==> src/rtl/usb_serial_stream_bridge.sv <==
// usb_serial_stream_bridge
//   User-side endpoint of the USB CDC serial byte interface. Two FIFOs
//   decouple the application valid/ready streams from the serial core's
//   put/free strobes. IN data is packetised: tx_flush ends a packet after
//   MAX_PACKET bytes, or once the TX FIFO has sat empty for FLUSH_TIMEOUT
//   cycles with a partial packet outstanding.
// Ports
//   clk_48mhz, reset_n          clock, async active-low reset
//   in_data/in_valid/in_ready   user -> host byte stream
//   out_data/out_valid/out_ready host -> user byte stream
//   tx_free/tx_put/tx_data/tx_flush  serial core TX side
//   rx_free/rx_put/rx_data      serial core RX side
//   tx_level/rx_level           FIFO occupancy (0..DEPTH)
module usb_serial_stream_bridge #(
    parameter int TX_DEPTH      = 16,
    parameter int RX_DEPTH      = 16,
    parameter int MAX_PACKET    = 64,
    parameter int FLUSH_TIMEOUT = 48000
) (
    input  logic                        clk_48mhz,
    input  logic                        reset_n,
    input  logic [7:0]                  in_data,
    input  logic                        in_valid,
    output logic                        in_ready,
    output logic [7:0]                  out_data,
    output logic                        out_valid,
    input  logic                        out_ready,
    input  logic                        tx_free,
    output logic                        tx_put,
    output logic [7:0]                  tx_data,
    output logic                        tx_flush,
    output logic                        rx_free,
    input  logic                        rx_put,
    input  logic [7:0]                  rx_data,
    output logic [$clog2(TX_DEPTH):0]   tx_level,
    output logic [$clog2(RX_DEPTH):0]   rx_level
);
    localparam int TX_AW = $clog2(TX_DEPTH);
    localparam int RX_AW = $clog2(RX_DEPTH);
    localparam int IW    = $clog2(FLUSH_TIMEOUT);

    localparam logic [TX_AW:0]  TX_FULL   = (TX_AW+1)'(TX_DEPTH);
    localparam logic [RX_AW:0]  RX_FULL   = (RX_AW+1)'(RX_DEPTH);
    localparam logic [TX_AW:0]  TX_ONE    = (TX_AW+1)'(1);
    localparam logic [RX_AW:0]  RX_ONE    = (RX_AW+1)'(1);
    localparam logic [6:0]      MAX_PKT   = 7'(MAX_PACKET);
    localparam logic [IW-1:0]   IDLE_LAST = IW'(FLUSH_TIMEOUT - 1);

    typedef enum logic [1:0] {IDLE, SEND, FLUSH} state_t;

    // Reset asserts asynchronously and releases two clocks later, so no
    // flop leaves reset on a different edge from its neighbours.
    logic [1:0] rst_sync;
    logic       rst_n_int;

    always_ff @(posedge clk_48mhz or negedge reset_n) begin
        if (!reset_n) rst_sync <= 2'b00;
        else          rst_sync <= {rst_sync[0], 1'b1};
    end
    assign rst_n_int = rst_sync[1];

    // ---------------- TX FIFO ----------------
    logic [7:0]       tx_mem [TX_DEPTH];
    logic [TX_AW-1:0] tx_wr_ptr, tx_rd_ptr;
    logic             tx_push, tx_empty;

    // in_ready looks only at the level: a full FIFO refuses a byte even
    // when a pop is happening in the same cycle.
    assign in_ready = rst_n_int && (tx_level < TX_FULL);
    assign tx_push  = in_valid && in_ready;
    assign tx_empty = (tx_level == '0);
    assign tx_data  = tx_mem[tx_rd_ptr];

    always_ff @(posedge clk_48mhz) begin
        if (tx_push) tx_mem[tx_wr_ptr] <= in_data;
    end

    always_ff @(posedge clk_48mhz or negedge rst_n_int) begin
        if (!rst_n_int) begin
            tx_wr_ptr <= '0;
            tx_rd_ptr <= '0;
            tx_level  <= '0;
        end else begin
            if (tx_push) tx_wr_ptr <= tx_wr_ptr + TX_AW'(1);
            if (tx_put)  tx_rd_ptr <= tx_rd_ptr + TX_AW'(1);
            case ({tx_push, tx_put})
                2'b10:   tx_level <= tx_level + TX_ONE;
                2'b01:   tx_level <= tx_level - TX_ONE;
                default: ;
            endcase
        end
    end

    // ---------------- packetiser ----------------
    state_t        state_q, state_d;
    logic [6:0]    pkt_cnt, pkt_inc;
    logic [IW-1:0] idle_cnt;

    assign pkt_inc = pkt_cnt + 7'd1;
    assign tx_put  = (state_q != FLUSH) && !tx_empty && tx_free;

    always_comb begin
        state_d  = state_q;
        tx_flush = 1'b0;
        case (state_q)
            IDLE, SEND: begin
                if (tx_put && pkt_inc == MAX_PKT)
                    state_d = FLUSH;
                else if (tx_put)
                    state_d = SEND;
                // IDLE has pkt_cnt==0, so only SEND may time out; this is
                // what keeps zero-length packets from ever being flushed.
                else if (state_q == SEND && tx_empty && idle_cnt == IDLE_LAST)
                    state_d = FLUSH;
            end
            FLUSH: begin
                tx_flush = 1'b1;
                state_d  = IDLE;
            end
            default: state_d = IDLE;
        endcase
    end

    always_ff @(posedge clk_48mhz or negedge rst_n_int) begin
        if (!rst_n_int) begin
            state_q  <= IDLE;
            pkt_cnt  <= '0;
            idle_cnt <= '0;
        end else begin
            state_q <= state_d;
            if (state_q == FLUSH) begin
                pkt_cnt  <= '0;
                idle_cnt <= '0;
            end else begin
                if (tx_put) pkt_cnt <= pkt_inc;
                // A stalled (tx_free=0) non-empty FIFO does not count as idle.
                if (tx_put || tx_push)
                    idle_cnt <= '0;
                else if (pkt_cnt != '0 && tx_empty)
                    idle_cnt <= idle_cnt + IW'(1);
            end
        end
    end

    // ---------------- RX FIFO ----------------
    logic [7:0]       rx_mem [RX_DEPTH];
    logic [RX_AW-1:0] rx_wr_ptr, rx_rd_ptr;
    logic             rx_wr, rx_rd;

    // rx_put while full is a core protocol error; the byte is dropped.
    assign rx_free   = rst_n_int && (rx_level < RX_FULL);
    assign rx_wr     = rx_put && rx_free;
    assign out_valid = (rx_level != '0);
    assign rx_rd     = out_valid && out_ready;
    assign out_data  = rx_mem[rx_rd_ptr];

    always_ff @(posedge clk_48mhz) begin
        if (rx_wr) rx_mem[rx_wr_ptr] <= rx_data;
    end

    always_ff @(posedge clk_48mhz or negedge rst_n_int) begin
        if (!rst_n_int) begin
            rx_wr_ptr <= '0;
            rx_rd_ptr <= '0;
            rx_level  <= '0;
        end else begin
            if (rx_wr) rx_wr_ptr <= rx_wr_ptr + RX_AW'(1);
            if (rx_rd) rx_rd_ptr <= rx_rd_ptr + RX_AW'(1);
            case ({rx_wr, rx_rd})
                2'b10:   rx_level <= rx_level + RX_ONE;
                2'b01:   rx_level <= rx_level - RX_ONE;
                default: ;
            endcase
        end
    end

endmodule

==> config.mk <==
export PLATFORM = sky130hd
export DESIGN_NAME = usb_serial_stream_bridge
export DESIGN_NICKNAME = d
export VERILOG_FILES = /design/src/rtl/usb_serial_stream_bridge.sv
export SDC_FILE = /design/constraint.sdc
export NUM_CORES = 1
export LEC_CHECK = 0
export CORE_UTILIZATION = 57
export CTS_BUF_LIST = sky130_fd_sc_hd__clkbuf_16
export DETAILED_ROUTE_END_ITERATION = 8
export PLACE_DENSITY = 0.73
export SLEW_MARGIN = 20
export SYNTH_ARGS = -nofsm -noshare
export SYNTH_HDL_FRONTEND = slang
export SYNTH_SLANG_ARGS = --single-unit
==> constraint.sdc <==
create_clock -name clk_48mhz -period 6.7 [get_ports clk_48mhz]
set_clock_uncertainty 0.2 [all_clocks]
set_input_delay 1.675 -clock clk_48mhz [delete_from_list [all_inputs] [get_ports clk_48mhz]]
set_output_delay 1.675 -clock clk_48mhz [all_outputs]
set_load 0.03 [all_outputs]
==> out/metrics.csv <==
stage,metric,value,unit
detailed_routing,1st-pass router iterations,5,
detailed_routing,routed len/inst,22.49,µm
grt,gr usage total,21.60,%
setup_path,slowest cell on the critical path,dfrtp_2,
floorplan,core area,0.02182,mm²
detailed_routing,total wire length,23.59,mm
setup_path,Worst EP arrival,3.51,ns
place,GP Congestion,0.8364,
min_path,WHS Endpoint,rst_sync[1],
synthesis,Mapped Area,0.01269,mm²
synthesis,register area share after synthesis,71.05,%
setup_path,Crit path max-delay family,multiplexers,
setup_path,"Buf+Inv Stages, Crit Path",2,
synthesis,Post-synth top flop,edfxtp_1,
synthesis,cell taking the most area after synthesis,edfxtp_1,
floorplan,Die ar.,0.02286,mm²
power_and_ir_drop,Leak,4.844,nW
detailed_routing,Top Metal Used,met4,
sta,RSZ-0062 raised after global routing,false,
layout,nets,789,
power_and_ir_drop,Net Sw Power,1.845,mW
cts,PostCTS Resize Cnt,0,
setup_path,R2R setup slack,3.42,ns
detailed_routing,routed via count,6365,
synthesis,Mapped Avg Cell Area,18.44,µm²
synthesis,most numerous cell in the Yosys netlist,edfxtp_1,
synthesis,Synth cell types,44,
job,# Max-Cap Violations,0,
floorplan,die height,151.2,µm
sta,Fin. Hold Viols,0,
synthesis,Post-synth EDFFs,256,
synthesis,Synth top area share,60.59,%
power_and_ir_drop,pwr/cell area,406.3,mW/mm²
sta,Worst Hold Slack,0.1595,ns
setup_path,worst flop-to-flop path endpoint,tx_level[4],
setup_path,kind of critical path,reg2out,
detailed_routing,Vias per Instance,6.068,
detailed_routing,DRC violations left,0,
sta,Max Transition Viols Final,0,
power_and_ir_drop,P_int,3.986,mW
cts,htree depth,1,
grt,first-pass GRT wire length,36.63,mm
synthesis,synthesized flop and latch total,309,
setup_path,Worst path most repeated cell,mux4_2,
cts,CTS Sinks,309,
setup_path,R2R depth,10,
setup_path,Worst Path Max Fanout,20,
grt,initial antenna violation count,0,
min_path,worst min path class,reg2reg,
min_path,min-delay src,rst_sync[0],
sta,Worst slew margin,43.95,%
layout,Area growth syn-to-layout,13.11,%
sta,final number of setup-violating endpoints,0,
cts,maximum root-to-sink buffer count,3,
synthesis,syn nets,732,
grt,largest net degree at the start of global routing,48,
sta,Setup TNS,0,ns
place,hpwl dp,15.53,mm
layout,layout cell share with drive strength beyond 1,17.17,%
synthesis,most instantiated cells after synthesis,"edfxtp_1 (256), mux4_2 (80), dfrtp_1 (53)",
min_path,Hold Path Cell Cnt,0,
power_and_ir_drop,Flop pwr share,43.9,%
synthesis,Post-synth ARST share,17.15,%
synthesis,Mapped Cells,688,
sta,Fmax,185.5,MHz
cts,TritonCTS clock tree,built,
floorplan,IO Count,53,
grt,vias in the first global route,6508,
cts,Root Driver,clkbuf_16,
detailed_routing,Metal-1 WL,10.33,mm
cts,clock-pin slew on the worst setup and hold paths,0.06,ns
layout,Sequential Area,0.009020,mm²
setup_path,Critical Path RT,4.83,ns
setup_path,largest stage delay on the critical path,0.83,ns
cts,clk_lat worst skew,0.54,ns
floorplan,die span in x,151.2,µm
setup_path,CP Cell Sequence,"buf_4, mux4_2, mux4_2, clkdlybuf4s50_1",
floorplan,num rows,54,
power_and_ir_drop,switching fraction of total power,31.64,%
detailed_routing,met2 wire length,11.49,mm
outcome,status,completed,
floorplan,Initial Util,58.14,%
power_and_ir_drop,Combinational Power Share,30.5,%
power_and_ir_drop,Clk network pwr share,25.6,%
sta,Final Cycle Share,80.45,%
grt,gr ovfl total,0,
sta,clock period minus worst slack,5.390,ns
setup_path,Startpoint Class,register,
sta,Worst-Margin Slew,0.8408,ns
layout,Fill cells,1448,
place,IO Port Bufs,52,
detailed_routing,Met3 Routed Length,1.459,mm
detailed_routing,initial drt markers,482,
synthesis,Ys Warns,0,
setup_path,RR Startpoint,rst_sync[1],
cts,Num CTS Buffers,30,
power_and_ir_drop,maximum vdd drop,0.2769,mV
layout,multi-input logic area,0.003480,mm²
detailed_routing,Routed Antenna Nets,0,
synthesis,main area contributors after synthesis,"edfxtp_1 (61%), mux4_2 (14%), dfrtp_1 (10%), ha_1 (2.1%), and2_1 (1.8%)",
setup_path,CP endpoint kind,output pin,
layout,Ant. Diodes,0,
-- how the worst max path moves through the flow --
| stage | slack, ns | endpoint | from | depth (start not counted) |
|---|---|---|---|---|
| 2_1_floorplan | 2.30 | rx_level[4] | rst_sync[1] | 11 |
| 3_3_place_gp | 1.36 | tx_put | tx_free | 5 |
| 3_5_place_dp | 1.32 | tx_put | tx_free | 5 |
| 4_1_cts | 1.23 | tx_data[4] | tx_rd_ptr[0] | 4 |
| 5_1_grt | 1.13 | tx_data[4] | tx_rd_ptr[0] | 4 |
| 6_report | 1.31 | tx_data[4] | tx_rd_ptr[0] | 4 |
-- metrics by stage --
step	power (mW)	cell area, µm²	utilization, %	worst slack, ns	std cells
6_report	5.831	14350	65.76	1.310	1049
3_5_place_dp	4.376	13460	61.67	1.323	992
2_1_floorplan	3.772	12690	-	2.303	688
4_1_cts	5.873	14350	65.75	1.226	1049
5_1_grt	6.075	14350	65.76	1.132	1049
3_3_place_gp	4.307	13460	61.67	1.364	992
-- layout by cell type, fill, tap and decap left out, types with 7 or more instances in the layout --
cell type | netlist | routed
edfxtp_1 | 256 | 256
mux4_2 | 80 | 80
clkdlybuf4s50_1 | 0 | 52
dfrtp_1 | 53 | 48
and2_1 | 37 | 37
nand2_1 | 33 | 33
clkbuf_16 | 0 | 31
inv_1 | 14 | 27
xnor2_1 | 25 | 25
nor2_1 | 23 | 23
ha_1 | 21 | 21
xor2_1 | 14 | 14
nand4_1 | 14 | 14
a21oi_1 | 11 | 11
nand3_1 | 9 | 9
o21ai_0 | 9 | 9
nor3_1 | 7 | 7
clkinv_1 | 0 | 7
-- power by group through the flow --
| stage | clock network [mW] | registers (mW) | logic [mW] |
|---|---|---|---|
| after floorplan | 0 | 2.43 | 1.35 |
| after global placement | 0 | 2.58 | 1.72 |
| after detailed placement | 0 | 2.60 | 1.77 |
| after CTS | 1.52 | 2.56 | 1.79 |
| after global routing | 1.58 | 2.60 | 1.89 |
| final | 1.50 | 2.56 | 1.78 |
-- state kept, by name, indices dropped and copies added (netlist names) --
name,flops
rx_mem,128
state_q,2
pkt_cnt,7
tx_wr_ptr,4
rx_level,5
rx_rd_ptr,4
rx_wr_ptr,4
rst_sync,2
tx_level,5
tx_rd_ptr,4
tx_mem,128
idle_cnt,16
-- metal layers --
layer,up-vias,GRT usage (%)
met4,0,5.400
met3,23,3.193
met2,203,34.02
met1,3330,32.12
met5,-,0
li1,2809,-
-- cell families after synthesis --
kind of cell	count (synthesis)	synth area share, %
other	1	0.02956
adders and majority gates	22	2.229
and+or+nand+nor	156	6.588
buffers and inverters	47	1.529
muxes	82	14.38
xor gates and xnor gates	39	2.692
AOI/OAI and AO/OA	32	1.509
DFF	309	71.05
-- cell type report --
class | count | share of cell area, %
Sequential cell | 309 | 62.86
Multi-Input combinational cell | 332 | 24.25
Clock buffer | 31 | 5.406
Timing Repair Buffer | 58 | 3.959
Tap cell | 280 | 2.441
Clock inverter | 25 | 0.7237
Inverter | 14 | 0.3662
-- repair_timing --
| item | 4_1_cts | 5_1_grt |
|---|---|---|
| hold buffers | 1 | 0 |
| hold endpoints to repair | 5 | 0 |
| buffers inserted | 0 | 0 |
(Power assumes the default switching activity.)
